--- src/rtl/muldiv_pkg.sv ---
// Shared definitions for the EX-stage multiply/divide unit.
package muldiv_pkg;

  localparam int MD_WIDTH = 16;

  localparam logic [1:0] OP_MULU = 2'b00;
  localparam logic [1:0] OP_DIVU = 2'b01;
  localparam logic [1:0] OP_MULS = 2'b10;
  localparam logic [1:0] OP_DIVS = 2'b11;

  // state | meaning
  // IDLE  | waiting for start
  // PREP  | magnitudes and result signs
  // RUN   | one shift-add / restoring-subtract step per cycle
  // FIX   | sign correction, special cases, register hi/lo
  // DONE  | one-cycle result-valid
  typedef enum logic [2:0] {
    IDLE = 3'd0,
    PREP = 3'd1,
    RUN  = 3'd2,
    FIX  = 3'd3,
    DONE = 3'd4
  } state_t;

endpackage

--- src/rtl/muldiv_step.sv ---
// One iteration of the shared datapath: radix-2 shift-add multiply or
// restoring divide, selected by i_div.
module muldiv_step #(
  parameter int WIDTH = 16
) (
  input  logic             i_div,
  input  logic [WIDTH:0]   i_acc,
  input  logic [WIDTH-1:0] i_sh,
  input  logic [WIDTH-1:0] i_m,
  output logic [WIDTH:0]   o_acc,
  output logic [WIDTH-1:0] o_sh
);

  logic [WIDTH:0] w_sum;
  logic [WIDTH:0] w_shl;
  logic [WIDTH:0] w_trial;
  logic [WIDTH:0] w_add;

  assign w_sum   = i_acc + {1'b0, i_m};
  assign w_shl   = {i_acc[WIDTH-1:0], i_sh[WIDTH-1]};
  assign w_trial = w_shl - {1'b0, i_m};

  // Multiply shifts the accumulator/multiplier pair right; divide shifts the
  // remainder/dividend pair left and keeps the trial difference when non-negative.
  always_comb begin
    w_add = '0;
    o_acc = '0;
    o_sh  = '0;
    if (!i_div) begin
      w_add = i_sh[0] ? w_sum : i_acc;
      o_acc = {1'b0, w_add[WIDTH:1]};
      o_sh  = {w_add[0], i_sh[WIDTH-1:1]};
    end else if (!w_trial[WIDTH]) begin
      o_acc = w_trial;
      o_sh  = {i_sh[WIDTH-2:0], 1'b1};
    end else begin
      o_acc = w_shl;
      o_sh  = {i_sh[WIDTH-2:0], 1'b0};
    end
  end

endmodule

--- src/rtl/ex_muldiv.sv ---
// EX-stage multi-cycle multiply/divide unit. Stalls the front of the pipeline
// while an op runs and presents a registered result with its destination id.
module ex_muldiv
  import muldiv_pkg::*;
#(
  parameter int WIDTH = MD_WIDTH,
  parameter int REG_W = 4,
  parameter int ITER  = WIDTH
) (
  input  logic             clk,
  input  logic             rst,
  input  logic             start,
  input  logic [1:0]       op,
  input  logic [WIDTH-1:0] opA,
  input  logic [WIDTH-1:0] opB,
  input  logic [REG_W-1:0] dstIn,
  input  logic             wbIn,
  input  logic             flush,
  output logic             stall,
  output logic             busy,
  output logic             done,
  output logic [WIDTH-1:0] hi,
  output logic [WIDTH-1:0] lo,
  output logic [REG_W-1:0] dstOut,
  output logic             wbOut,
  output logic             divZero
);

  localparam int CNT_W = (ITER > 1) ? $clog2(ITER) : 1;

  state_t             r_state, w_next;
  logic [1:0]         r_op;
  logic [WIDTH-1:0]   r_a, r_b;
  logic [REG_W-1:0]   r_dst;
  logic               r_wb;
  logic [WIDTH:0]     r_acc;
  logic [WIDTH-1:0]   r_sh, r_m;
  logic               r_sgn_q, r_sgn_r;
  logic [CNT_W-1:0]   r_cnt;
  logic [WIDTH-1:0]   r_hi, r_lo;
  logic               r_divz;

  logic               w_is_div, w_signed, w_last;
  logic [WIDTH-1:0]   w_mag_a, w_mag_b;
  logic [WIDTH:0]     w_acc_nxt;
  logic [WIDTH-1:0]   w_sh_nxt;
  logic [2*WIDTH-1:0] w_prod, w_prod_s;
  logic [WIDTH-1:0]   w_fix_hi, w_fix_lo;
  logic               w_fix_dz;

  assign w_is_div = r_op[0];
  assign w_signed = r_op[1];
  assign w_last   = (r_cnt == CNT_W'(ITER - 1));
  assign w_mag_a  = (w_signed && r_a[WIDTH-1]) ? -r_a : r_a;
  assign w_mag_b  = (w_signed && r_b[WIDTH-1]) ? -r_b : r_b;

  muldiv_step #(.WIDTH(WIDTH)) u_step (
    .i_div (w_is_div),
    .i_acc (r_acc),
    .i_sh  (r_sh),
    .i_m   (r_m),
    .o_acc (w_acc_nxt),
    .o_sh  (w_sh_nxt)
  );

  // State register.
  always_ff @(posedge clk or negedge rst) begin
    if (!rst) r_state <= IDLE;
    else      r_state <= w_next;
  end

  // Next-state logic; flush aborts everything past IDLE.
  always_comb begin
    w_next = r_state;
    case (r_state)
      IDLE:    if (start) w_next = PREP;
      PREP:    w_next = flush ? IDLE : RUN;
      RUN:     w_next = flush ? IDLE : (w_last ? FIX : RUN);
      FIX:     w_next = flush ? IDLE : DONE;
      DONE:    w_next = IDLE;
      default: w_next = IDLE;
    endcase
  end

  // FSM outputs; stall drops in DONE so the pipeline advances with the result.
  always_comb begin
    busy  = (r_state != IDLE);
    done  = (r_state == DONE);
    stall = (start && (r_state == IDLE)) || (r_state == PREP) ||
            (r_state == RUN) || (r_state == FIX);
  end

  // Final result: sign fix-up plus divide-by-zero and signed-overflow cases.
  always_comb begin
    w_prod   = {r_acc[WIDTH-1:0], r_sh};
    w_prod_s = r_sgn_q ? -w_prod : w_prod;
    w_fix_dz = 1'b0;
    if (!w_is_div) begin
      w_fix_hi = w_prod_s[2*WIDTH-1:WIDTH];
      w_fix_lo = w_prod_s[WIDTH-1:0];
    end else if (r_b == '0) begin
      w_fix_hi = r_a;
      w_fix_lo = '1;
      w_fix_dz = 1'b1;
    end else if (w_signed && (r_a == {1'b1, {(WIDTH-1){1'b0}}}) && (r_b == '1)) begin
      w_fix_hi = '0;
      w_fix_lo = {1'b1, {(WIDTH-1){1'b0}}};
    end else begin
      w_fix_hi = r_sgn_r ? -r_acc[WIDTH-1:0] : r_acc[WIDTH-1:0];
      w_fix_lo = r_sgn_q ? -r_sh : r_sh;
    end
  end

  // Operand latch, iteration datapath, counter and result registers.
  always_ff @(posedge clk or negedge rst) begin
    if (!rst) begin
      r_op    <= '0;
      r_a     <= '0;
      r_b     <= '0;
      r_dst   <= '0;
      r_wb    <= 1'b0;
      r_acc   <= '0;
      r_sh    <= '0;
      r_m     <= '0;
      r_sgn_q <= 1'b0;
      r_sgn_r <= 1'b0;
      r_cnt   <= '0;
      r_hi    <= '0;
      r_lo    <= '0;
      r_divz  <= 1'b0;
    end else begin
      case (r_state)
        IDLE: if (start) begin
          r_op  <= op;
          r_a   <= opA;
          r_b   <= opB;
          r_dst <= dstIn;
          r_wb  <= wbIn;
        end
        PREP: begin
          r_acc   <= '0;
          r_cnt   <= '0;
          r_sh    <= w_is_div ? w_mag_a : w_mag_b;
          r_m     <= w_is_div ? w_mag_b : w_mag_a;
          r_sgn_q <= w_signed && (r_a[WIDTH-1] ^ r_b[WIDTH-1]);
          r_sgn_r <= w_signed && r_a[WIDTH-1];
        end
        RUN: begin
          r_acc <= w_acc_nxt;
          r_sh  <= w_sh_nxt;
          r_cnt <= r_cnt + 1'b1;
        end
        FIX: if (!flush) begin
          r_hi   <= w_fix_hi;
          r_lo   <= w_fix_lo;
          r_divz <= w_fix_dz;
        end
        default: ;
      endcase
    end
  end

  assign hi      = r_hi;
  assign lo      = r_lo;
  assign dstOut  = r_dst;
  assign wbOut   = r_wb;
  assign divZero = r_divz && done;

endmodule

--- config.mk ---
export PLATFORM = sky130hd
export DESIGN_NAME = ex_muldiv
export DESIGN_NICKNAME = d
export VERILOG_FILES = /design/src/rtl/muldiv_pkg.sv /design/src/rtl/muldiv_step.sv /design/src/rtl/ex_muldiv.sv
export SDC_FILE = /design/constraint.sdc
export NUM_CORES = 1
export LEC_CHECK = 0
export BUFFER_PORTS_ARGS = -buffer_cell sky130_fd_sc_hd__buf_4
export CAP_MARGIN = 20
export CORE_MARGIN = 5
export CORE_UTILIZATION = 25
export CTS_BUF_LIST = sky130_fd_sc_hd__clkbuf_16
export DETAILED_ROUTE_END_ITERATION = 8
export PLACE_DENSITY = 0.41
export SLEW_MARGIN = 30
export SYNTH_ARGS = -nofsm -noshare
export SYNTH_HDL_FRONTEND = slang
export SYNTH_SLANG_ARGS = --single-unit
export TNS_END_PERCENT = 50
--- constraint.sdc ---
create_clock -name clk -period 4.3 [get_ports clk]
set_input_delay 0.215 -clock clk [delete_from_list [all_inputs] [get_ports clk]]
set_output_delay 0.215 -clock clk [all_outputs]
set_load 0.02 [all_outputs]
==> out/results.md, run 1 <==
| Step | Quantity | This run |
| --- | --- | --- |
| outcome | Outcome | finished, final reports clean |
| sta | Endpoints failing setup | 0 |
| sta | Max-Slew Margin vs Limit | 38.9% |
| flow run | Number of max-cap violations | 0 |
| floorplanning | Rows | 70 |
| global routing | Number of antenna violations at the first check in global routing | 0 |
| clock tree | TritonCTS clock tree | built |
| setup path | Arrival time at the worst endpoint | 4200 ps |
| place | Gpl congestion | 0.839 |
| logic synthesis | Proportion of synthesized area in mux cells | 8.00% |
| logic synthesis | Synthesized-area fraction occupied by and/or/nand/nor cells | 15.7% |
| floorplanning | Floorplan core area | 36500 um2 |
| logic synthesis | Mean area per synthesized cell | 8.78 um2 |
| clock tree | Number of sinks driven by the clock tree | 130 |
| logic synthesis | Number of distinct library cell variants in the gate-level netlist after synthesis | 70 |
| pwr | Worst supply voltage drop on vdd | 0.344 mV |
| logic synthesis | Most common flop cell mapped by yosys | dfrtp_1 |
| logic synthesis | Number of synthesized register bits | 130 |
| place | HPWL after detailed placement | 24200 um |
| setup path | CP Capture Type | flip-flop |
| setup path | Maximum fanout encountered on the critical timing path | 6 |
| sta | Summed negative setup slack over all endpoints | 0 ps |
| clock tree | Buffer depth of the longest clock path | 2 |
| detailed routing | Post-Route WL | 32100 um |
| place | Port buffer count | 83 |
| final layout | Fraction of final layout cells with drive strength greater than 1 | 17.5% |
| logic synthesis | Area of the mapped netlist | 9230 um2 |
| final layout | Most frequent cells in the layout | dfrtp_1, nand2_1, buf_4, o21ai_0, nor2_1 |
| floorplanning | Chip width | 202 um |
| global routing | First-pass GRT wire length | 50000 um |
| sta | RSZ-0062 raised after global routing | no |
| sta | Timing-limited maximum frequency | 255 MHz |
| final layout | Post-route core utilization | 31.0% |
| setup path | Required time of the worst setup path | 4570 ps |
| logic synthesis | Warning count from the yosys run | 0 |
| clock tree | Insertion delay of the later-clocked pin in the worst-skew pair | 440 ps |
| final layout | Layout Area Growth over Synthesis | 22.5% |
| sta | Final setup skew | 13.9 ps |
| floorplanning | Die footprint | 40900 um2 |
| clock tree | Post-CTS setup buffers | 0 |
| clock tree | Clock transition at the registers of the reported paths | 60 ps |
| logic synthesis | Compound-gate portion of the synthesized area | 22.0% |
| logic synthesis | Post-synthesis share of cell area spent on full adders, half adders and majority gates | 5.72% |
| clock tree | Number of buffers created by CTS | 17 |
| setup path | Type of origin of the critical path | flip-flop |
| global routing | Remaining global-route overflow | 0 |
| clock tree | Number of gates resized after CTS | 0 |
| sta | Final cycle utilization of the critical path | 91.3% |
| worst hold path | Class of the tightest hold or removal check | in2reg |
| detailed routing | First drt pass iteration count | 6 |
| pwr | Pwr dens | 835 nW/um2 |
| final layout | Most common cell after layout, fill and taps aside | dfrtp_1 |
| detailed routing | Number of antenna-violating nets in the routed design | 0 |
| sta | Total count of hold-check failures in the final report | 0 |
| detailed routing | Vias per cell | 5.03 |
| global routing | Largest net degree at the start of global routing | 73 |
| logic synthesis | Instance count of the mapped netlist | 1051 |
| setup path | Crit path kind | reg2reg |
| final layout | Ant diodes | 0 |
| clock tree | Cell chosen for the clock root | clkbuf_16 |
| sta | Transition at the pin with the smallest max-transition slack | 914 ps |
| logic synthesis | Number of flops mapped to enable cells by yosys | 0 |
| detailed routing | Average routed wire per standard cell | 19.7 um |
| detailed routing | Vias | 8195 |
| logic synthesis | Syn nets | 1135 |
| floorplanning | Ports | 84 |
| detailed routing | Post-detailed-route DRC marker count | 0 |
| sta | Final Critical Period | 3930 ps |
| detailed routing | DRC violation total after the first TritonRoute iteration | 768 |
| logic synthesis | Parity-gate share of the synthesized area counting xor and xnor cells | 8.54% |
| global routing | Number of global-route vias before repair | 8229 |
| sta | Number of pins exceeding their max-slew limit in the final report | 0 |
| final layout | FILL cells | 3852 |
| final layout | Final nets | 1232 |
| floorplanning | Vertical extent of the die | 202 um |
| global routing | All-layer global routing usage | 15.8% |
| logic synthesis | Synth async-reset ratio | 100% |
| pwr | Leak pwr | 0.00481 uW |
| clock tree | Max H-tree Level | 4 |
| logic synthesis | Dominant combinational cell family by area after synthesis | compound AO/OA/AOI/OAI gates |
| logic synthesis | Portion of the post-synthesis area used by sequential elements | 35.3% |
| floorplanning | Effective utilization at floorplan | 25.3% |
[metal layers]
metal | vias to the layer above | GRT usage, % | share of wire [%]
li1 | 3984 | - | -
met1 | 3962 | 21.8 | 47
met2 | 222 | 25.3 | 46
met3 | 27 | 3.22 | 5.9
met4 | 0 | 3.95 | 1.5
met5 | - | 0 | 0
[flip-flops by register name, indices dropped and copies added, names as in the netlist, 2 cells and up]
name and flops:
r_cnt 4, r_b 16, r_sh 16, hi 16
r_acc 17, r_a 16, r_op 2, r_m 16
dstOut 4, lo 16, r_state 3
[synthesized netlist by cell type, types with 5 or more instances]
library cell	n	share of area, %
mux2i_1	31	3.4
inv_1	35	1.4
a21o_1	10	0.81
nor2_1	73	3.0
nor2b_1	13	0.88
xor2_1	35	3.3
a31oi_1	12	0.81
xnor2_1	55	5.2
a22o_1	7	0.66
a211oi_1	12	0.98
dfrtp_1	130	35
nand4_1	5	0.34
buf_1	7	0.28
o211ai_1	9	0.73
or4_1	5	0.41
nand2b_1	13	0.88
o21ai_1	24	1.3
mux2_2	38	4.6
and2_1	6	0.41
nor3_1	16	0.87
a222oi_1	12	1.3
nand2_1	115	4.7
o21a_1	6	0.49
ha_1	39	5.3
o221ai_1	13	1.2
o21ai_0	93	5.0
nand3_1	8	0.43
a21oi_1	67	3.6
or3_1	14	0.95
clkbuf_1	60	2.4
o31ai_1	16	1.3
[report_power, final]
part           switching (uW)  total [uW]  internal, uW
registers                 850        2610          1760
logic                    3200        5450          2250
clock network             600        1390           788
[metrics by stage]
| stage | total power, uW | std cells | cell area, um2 | hold WS, ps | worst slack (ps) |
|---|---|---|---|---|---|
| global placement | 8070 | 1560 | 10400 | 300 | 497 |
| CTS | 9530 | 1629 | 11300 | 1.39 | 402 |
| finish | 9440 | 1629 | 11300 | 15.9 | 374 |
| detailed placement | 8070 | 1560 | 10400 | 297 | 400 |
| floorplan | 6140 | 1051 | 9230 | -80.6 | 847 |
| global route | 10200 | 1629 | 11300 | 3.09 | 15.9 |
[critical path, stage by stage, from the launching register on]
cell	delay (ps)
dfrtp_1	450
inv_1	110
ha_1	200
fa_1	210
nand2b_1	140
a21oi_1	110
o21bai_1	190
a211oi_1	130
o41ai_1	520
nor2b_1	90
o21ai_0	190
nand2b_1	80
ha_1	350
nand2_1	100
nor2_1	260
o21ai_0	150
a31oi_1	190
o31ai_1	90
a31oi_1	150
a211oi_1	60
[worst paths after layout]
check                      startpoint         end  slack (ps)  depth (start not counted)
setup / recovery             r_sh[15]   r_acc[11]         370                         19
hold / removal                 opA[1]      r_a[1]          20                          3
setup reg to reg             r_sh[15]   r_acc[11]         370                         19
hold reg to reg                r_divz      r_divz         480                          1
max in group asynchronous         rst  r_state[2]        2930                          3
min in group asynchronous         rst   dstOut[3]         350                          2
[final cells by class]
| class | instances | area, um2 | share of cell area [%] |
|---|---|---|---|
| clock buffer | 17 | 425 | 3.76 |
| inverter | 36 | 135 | 1.19 |
| timing repair buffer | 152 | 1240 | 10.9 |
| clock inverter | 15 | 119 | 1.05 |
| tap | 468 | 586 | 5.18 |
| multi-input combinational | 811 | 5550 | 49.1 |
| sequential | 130 | 3250 | 28.8 |
[logic make-up after synthesis]
family                   after synthesis
AO/OA/AOI/OAI                        316
XOR/XNOR                              90
adder cells (fa/ha/maj)               41
buffers and inverters                110
flip-flops                           130
multiplexers                          69
AND/OR/NAND/NOR                      295
[timing repair]
action / 4_1_cts / 5_1_grt
hold buffers: 37 / 0
hold endpoints to repair: 106 / 0
setup endpoints to repair: 0 / 0
Note: power is estimated with default switching activity, not from simulation.
==> inputs of run 2 (changes only) <==
Settings changed: BUFFER_PORTS_ARGS -buffer_cell sky130_fd_sc_hd__buf_4 to -buffer_cell sky130_fd_sc_hd__buf_2, CORE_ASPECT_RATIO set to 2.
==> out/results.md, run 2 (same netlist as run 1, synthesis figures left out) <==
| Step | Quantity | This run |
| --- | --- | --- |
| floorplanning | Ports | 84 |
| outcome | Outcome | finished, final reports clean |
| clock tree | Number of buffers created by CTS | 17 |
| detailed routing | Post-detailed-route DRC marker count | 0 |
| sta | Summed negative setup slack over all endpoints | 0 ps |
| pwr | Worst supply voltage drop on vdd | 0.425 mV |
| clock tree | Clock transition at the registers of the reported paths | 60 ps |
| clock tree | Number of sinks driven by the clock tree | 130 |
| final layout | Register containing the most flip-flops in the final layout | r_acc |
| global routing | All-layer global routing usage | 17.3% |
| clock tree | Insertion delay of the later-clocked pin in the worst-skew pair | 440 ps |
| floorplanning | Rows | 99 |
| worst hold path | Class of the tightest hold or removal check | in2reg |
| detailed routing | DRC violation total after the first TritonRoute iteration | 502 |
| final layout | Final std cell area, no fill | 11200 um2 |
| floorplanning | Die footprint | 41100 um2 |
| sta | WHS | 27.6 ps |
| final layout | Layout Area Growth over Synthesis | 21.3% |
| sta | Endpoints failing setup | 0 |
| detailed routing | Number of antenna-violating nets in the routed design | 0 |
| setup path | Maximum fanout encountered on the critical timing path | 3 |
| place | DP Area | 10300 um2 |
| final layout | Final nets | 1238 |
| setup path | Type of origin of the critical path | flip-flop |
| global routing | Largest net degree at the start of global routing | 83 |
| flow run | Number of max-cap violations | 0 |
| clock tree | Cell chosen for the clock root | clkbuf_16 |
| global routing | Number of global-route vias before repair | 8809 |
| setup path | Arrival time at the worst endpoint | 4070 ps |
| sta | Number of pins exceeding their max-slew limit in the final report | 0 |
| pwr | Clock network fraction of total power | 15.1% |
| final layout | Register area | 3250 um2 |
| final layout | Number of flip-flops in the largest register | 17 |
| floorplanning | Floorplan core area | 36500 um2 |
| detailed routing | First drt pass iteration count | 6 |
| global routing | First-pass GRT wire length | 53400 um |
| floorplanning | Chip width | 146 um |
| setup path | Crit path kind | reg2reg |
| sta | Final Critical Period | 3800 ps |
| pwr | Switching power | 4780 uW |
| pwr | Pwr dens | 857 nW/um2 |
| clock tree | Max H-tree Level | 4 |
| place | Gpl congestion | 0.886 |
| pwr | Cell internal power dissipation | 4820 uW |
| floorplanning | Vertical extent of the die | 282 um |
| sta | Max-Slew Margin vs Limit | 43.2% |
| sta | Timing-limited maximum frequency | 263 MHz |
| final layout | Most common cell after layout, fill and taps aside | dfrtp_1 |
| global routing | Remaining global-route overflow | 0 |
| pwr | Sequential fraction of design power | 26.4% |
| detailed routing | Post-Route WL | 35200 um |
| pwr | Net switching share of the total power | 49.8% |
| pwr | Part of the total power dissipated in combinational logic | 58.5% |
| setup path | CP Capture Type | flip-flop |
| sta | Total count of hold-check failures in the final report | 0 |
| sta | Transition at the pin with the smallest max-transition slack | 852 ps |
| final layout | Fraction of final layout cells with drive strength greater than 1 | 18.2% |
| clock tree | Post-CTS setup buffers | 0 |
| final layout | FILL cells | 3846 |
| place | HPWL after detailed placement | 26700 um |
| place | Port buffer count | 83 |
| final layout | Footprint of the multi-input gates | 5560 um2 |
| sta | Final setup skew | 7.80 ps |
| sta | Final cycle utilization of the critical path | 88.3% |
| detailed routing | Average routed wire per standard cell | 21.7 um |
| setup path | Required time of the worst setup path | 4580 ps |
| global routing | Number of antenna violations at the first check in global routing | 1 |
| clock tree | Buffer depth of the longest clock path | 2 |
| sta | RSZ-0062 raised after global routing | no |
| clock tree | TritonCTS clock tree | built |
| detailed routing | Vias per cell | 5.15 |
| detailed routing | Vias | 8360 |
| floorplanning | Effective utilization at floorplan | 25.3% |
| pwr | Leak pwr | 0.00480 uW |
| final layout | Most frequent cells in the layout | dfrtp_1, nand2_1, o21ai_0, buf_2, nor2_1 |
-- run 2: per-layer routing --
| metal | track usage, % | vias to the layer above | part of all wire, % |
|---|---|---|---|
| li1 | - | 3995 | - |
| met1 | 16.4 | 4109 | 35 |
| met2 | 34.9 | 175 | 57 |
| met3 | 2.32 | 79 | 2.4 |
| met4 | 9.63 | 2 | 5.7 |
| met5 | 0 | - | 0.037 |
-- run 2: power groups by stage --
stage / Combinational [uW] / Sequential (uW) / Clock (uW)
6_report: 5620 / 2530 / 1450
5_1_grt: 6150 / 2620 / 1530
2_1_floorplan: 3760 / 2380 / 0
4_1_cts: 5680 / 2540 / 1490
3_5_place_dp: 5630 / 2560 / 0
3_3_place_gp: 5610 / 2550 / 0
-- run 2: timing repair --
| action | CTS | global route |
|---|---|---|
| setup endpoints to repair | 0 | 1 |
| hold buffers | 37 | 0 |
| resized for setup | 0 | 1 |
| hold endpoints to repair | 116 | 0 |
-- run 2: through the flow --
step | std cells | utilization, % | power (uW) | worst slack (ps)
after global routing | 1621 | 30.6 | 10300 | 95.3
after detailed placement | 1552 | 28.1 | 8190 | 525
after CTS | 1621 | 30.6 | 9710 | 510
after global placement | 1551 | 28.0 | 8160 | 581
final | 1622 | 30.6 | 9590 | 504
after floorplan | 1051 | - | 6140 | 847
-- run 2: path summary, 6_finish.rpt --
kind,cells after the start,end,slack [ps],from
max in group asynchronous,3,lo[8],2900,rst
max,19,r_acc[11],500,r_sh[15]
max reg2reg,19,r_acc[11],500,r_sh[15]
min,2,r_a[11],30,opA[11]
min in group asynchronous,2,hi[6],410,rst
min reg2reg,2,hi[2],480,hi[2]
-- run 2: final cells by class --
cell class / count / share of cell area (%)
antenna: 1 / 0.0223
clock buffer: 17 / 3.80
clock inverter: 15 / 1.25
inverter: 36 / 1.21
multi-input combinational: 811 / 49.7
sequential: 130 / 29.1
tap: 454 / 5.07
timing repair buffer: 158 / 9.91
-- run 2: worst max-delay path: stages (launching register included) --
cell      delay, ps
dfrtp_1         340
inv_1            60
ha_1            230
fa_1            420
nand2b_1        200
a21oi_1         310
o21bai_1        130
a211oi_1        440
o41ai_2         150
nor2b_1         110
o21ai_0          70
nand2b_1         80
ha_1            140
nand2_1          80
nor2_1          280
o21ai_0         140
a31oi_1         150
o31ai_1          90
a31oi_1         150
a211oi_1         60
==> inputs of run 3 (changes only) <==
Settings changed: SKIP_LAST_GASP set to 1.
Clock period 4.3 ns to 4.7 ns, I/O delays scaled along.
==> out/results.md, run 3 (same netlist as run 1, synthesis figures left out) <==
| Step | Quantity | This run |
| --- | --- | --- |
| flow run | Number of max-cap violations | 0 |
| clock tree | Post-CTS Hold Fix Bufs | 11 |
| worst hold path | Class of the tightest hold or removal check | in2reg |
| detailed routing | Post-Route WL | 34100 um |
| clock tree | Insertion delay of the later-clocked pin in the worst-skew pair | 440 ps |
| floorplanning | Rows | 99 |
| clock tree | Clock transition at the registers of the reported paths | 60 ps |
| detailed routing | Number of antenna-violating nets in the routed design | 0 |
| clock tree | Number of buffers created by CTS | 17 |
| setup path | R2r setup slk | 710 ps |
| pwr | Leak pwr | 0.00460 uW |
| clock tree | Max H-tree Level | 4 |
| sta | Final cycle utilization of the critical path | 84.8% |
| setup path | Crit path kind | reg2reg |
| floorplanning | Vertical extent of the die | 282 um |
| setup path | RR Startpoint | r_sh[15] |
| sta | Endpoints failing setup | 0 |
| pwr | Part of the total power dissipated in combinational logic | 55.4% |
| clock tree | Post-CTS setup buffers | 0 |
| setup path | Worst reg2reg path endpoint | r_acc[11] |
| final layout | Footprint of the multi-input gates | 5550 um2 |
| place | Gpl congestion | 0.860 |
| setup path | Required time of the worst setup path | 4980 ps |
| place | Post-Place Setup Slack | 694 ps |
| final layout | Layout Area Growth over Synthesis | 16.9% |
| worst hold path | Source of the worst hold timing path | opA[14] |
| sta | WHS | 22.6 ps |
| floorplanning | Floorplan core area | 36500 um2 |
| pwr | Clock network fraction of total power | 16.0% |
| detailed routing | Average routed wire per standard cell | 21.6 um |
| detailed routing | Detailed-routed wire length on met3 | 639 um |
| clock tree | Buffer depth of the longest clock path | 2 |
| floorplanning | Effective utilization at floorplan | 25.3% |
| global routing | Remaining global-route overflow | 0 |
| pwr | Post-route total power | 8650 uW |
| detailed routing | Vias per cell | 5.15 |
| global routing | Largest net degree at the start of global routing | 78 |
| sta | PnR worst setup slack | 713 ps |
| floorplanning | Die footprint | 41100 um2 |
| detailed routing | Post-detailed-route DRC marker count | 0 |
| final layout | Final nets | 1194 |
| floorplanning | Chip width | 146 um |
| global routing | Number of antenna violations at the first check in global routing | 0 |
| sta | Max-Slew Margin vs Limit | 41.7% |
| global routing | Number of global-route vias before repair | 8531 |
| global routing | All-layer global routing usage | 16.8% |
| final layout | Number of standard cells in the final layout excluding fillers | 1578 |
| final layout | Register area | 3250 um2 |
| detailed routing | First drt pass iteration count | 6 |
| clock tree | Number of sinks driven by the clock tree | 130 |
| sta | Timing-limited maximum frequency | 251 MHz |
| pwr | Cell internal power dissipation | 4350 uW |
| pwr | Sequential fraction of design power | 28.6% |
| floorplanning | Ports | 84 |
| pwr | Pwr dens | 802 nW/um2 |
| setup path | Maximum fanout encountered on the critical timing path | 6 |
| worst hold path | Worst hold path depth | 2 |
| outcome | Outcome | finished, final reports clean |
| final layout | Most frequent cells in the layout | dfrtp_1, nand2_1, o21ai_0, buf_2, nor2_1 |
| sta | Total count of hold-check failures in the final report | 0 |
| setup path | Type of origin of the critical path | flip-flop |
| sta | Final setup skew | 8.08 ps |
| final layout | Fraction of final layout cells with drive strength greater than 1 | 17.0% |
| final layout | Register containing the most flip-flops in the final layout | r_acc |
| final layout | Most common cell after layout, fill and taps aside | dfrtp_1 |
| detailed routing | Detailed-route wire length on metal 1 | 12300 um |
| final layout | FILL cells | 3887 |
| clock tree | Cell chosen for the clock root | clkbuf_16 |
| sta | Number of pins exceeding their max-slew limit in the final report | 0 |
| setup path | Arrival time at the worst endpoint | 4270 ps |
| detailed routing | Top metal layer carrying routed signals | met4 |
| final layout | Number of flip-flops in the largest register | 17 |
| sta | RSZ-0062 raised after global routing | no |
| worst hold path | End point of the most critical hold path | r_a[14] |
| setup path | Depth of the worst register-to-register path | 19 |
| clock tree | Number of gates resized after CTS | 0 |
| setup path | CP Capture Type | flip-flop |
| pwr | Switching power | 4300 uW |
| detailed routing | Met2 routed wirelength | 19700 um |
| global routing | First-pass GRT wire length | 52500 um |
| place | HPWL after detailed placement | 26100 um |
| clock tree | TritonCTS clock tree | built |
| detailed routing | DRC violation total after the first TritonRoute iteration | 436 |
| sta | Final Critical Period | 3990 ps |
| detailed routing | Vias | 8120 |
| place | Post-placement cell count | 1534 |
| pwr | Worst supply voltage drop on vdd | 0.324 mV |
| sta | Transition at the pin with the smallest max-transition slack | 875 ps |
| sta | Summed negative setup slack over all endpoints | 0 ps |
| place | Port buffer count | 83 |
| pwr | Net switching share of the total power | 49.7% |
==> run 3: cell count changes in the layout (fill, tap and decap cells not counted), moves of 2 or more <==
| cell | delta |
|---|---|
| dlygate4sd3_1 | -26 |
| buf_4 | -16 |
| clkinv_2 | -2 |
| inv_6 | -2 |
==> run 3: worst max-delay path by stage <==
stage	to	from	slack (ps)	depth (start not counted)
2_1_floorplan	r_acc[2]	r_sh[15]	1250	18
3_3_place_gp	r_acc[11]	r_acc[5]	780	17
3_5_place_dp	r_acc[11]	r_acc[5]	690	17
4_1_cts	r_acc[11]	r_acc[5]	680	17
5_1_grt	r_acc[11]	r_sh[15]	330	19
6_report	r_acc[11]	r_sh[15]	710	19
==> run 3: layout make-up <==
cell class / instances / share of cell area (%)
Inverter: 36 / 1.25
Multi-Input combinational cell: 811 / 51.5
Antenna cell: 1 / 0.0232
Sequential cell: 130 / 30.2
Clock buffer: 17 / 3.94
Timing Repair Buffer: 114 / 6.32
Clock inverter: 15 / 1.54
Tap cell: 454 / 5.27
==> run 3: metrics by stage <==
step,util [%],instance area [um2]
3_3_place_gp,27.6,10100
4_1_cts,29.5,10800
6_report,29.5,10800
3_5_place_dp,27.6,10100
2_1_floorplan,-,9230
5_1_grt,29.5,10800
==> run 3: critical path, cell delays in order (launching register included) <==
cell	delay [ps]
dfrtp_1	450
inv_1	80
ha_1	240
fa_1	400
nand2b_1	180
a21oi_1	260
o21bai_1	120
a211oi_1	370
o41ai_1	180
nor2b_1	120
o21ai_0	90
nand2b_1	90
ha_1	230
nand2_1	110
nor2_1	290
o21ai_0	140
a31oi_1	160
o31ai_1	90
a31oi_1	160
a211oi_1	60
==> run 3: metal layers <==
layer  track usage, %  vias up
met1             16.7     4011
met2             33.9      146
met3             1.90       55
met5                0        -
li1                 -     3908
met4             8.39        0
==> run 3: power groups by stage <==
stage               registers (uW)  clock network, uW  logic, uW
global placement              2490                  0       4830
detailed placement            2500                  0       4840
floorplan                     2180                  0       3440
finish                        2470               1380       4790
CTS                           2480               1420       4870
global route                  2540               1470       5320
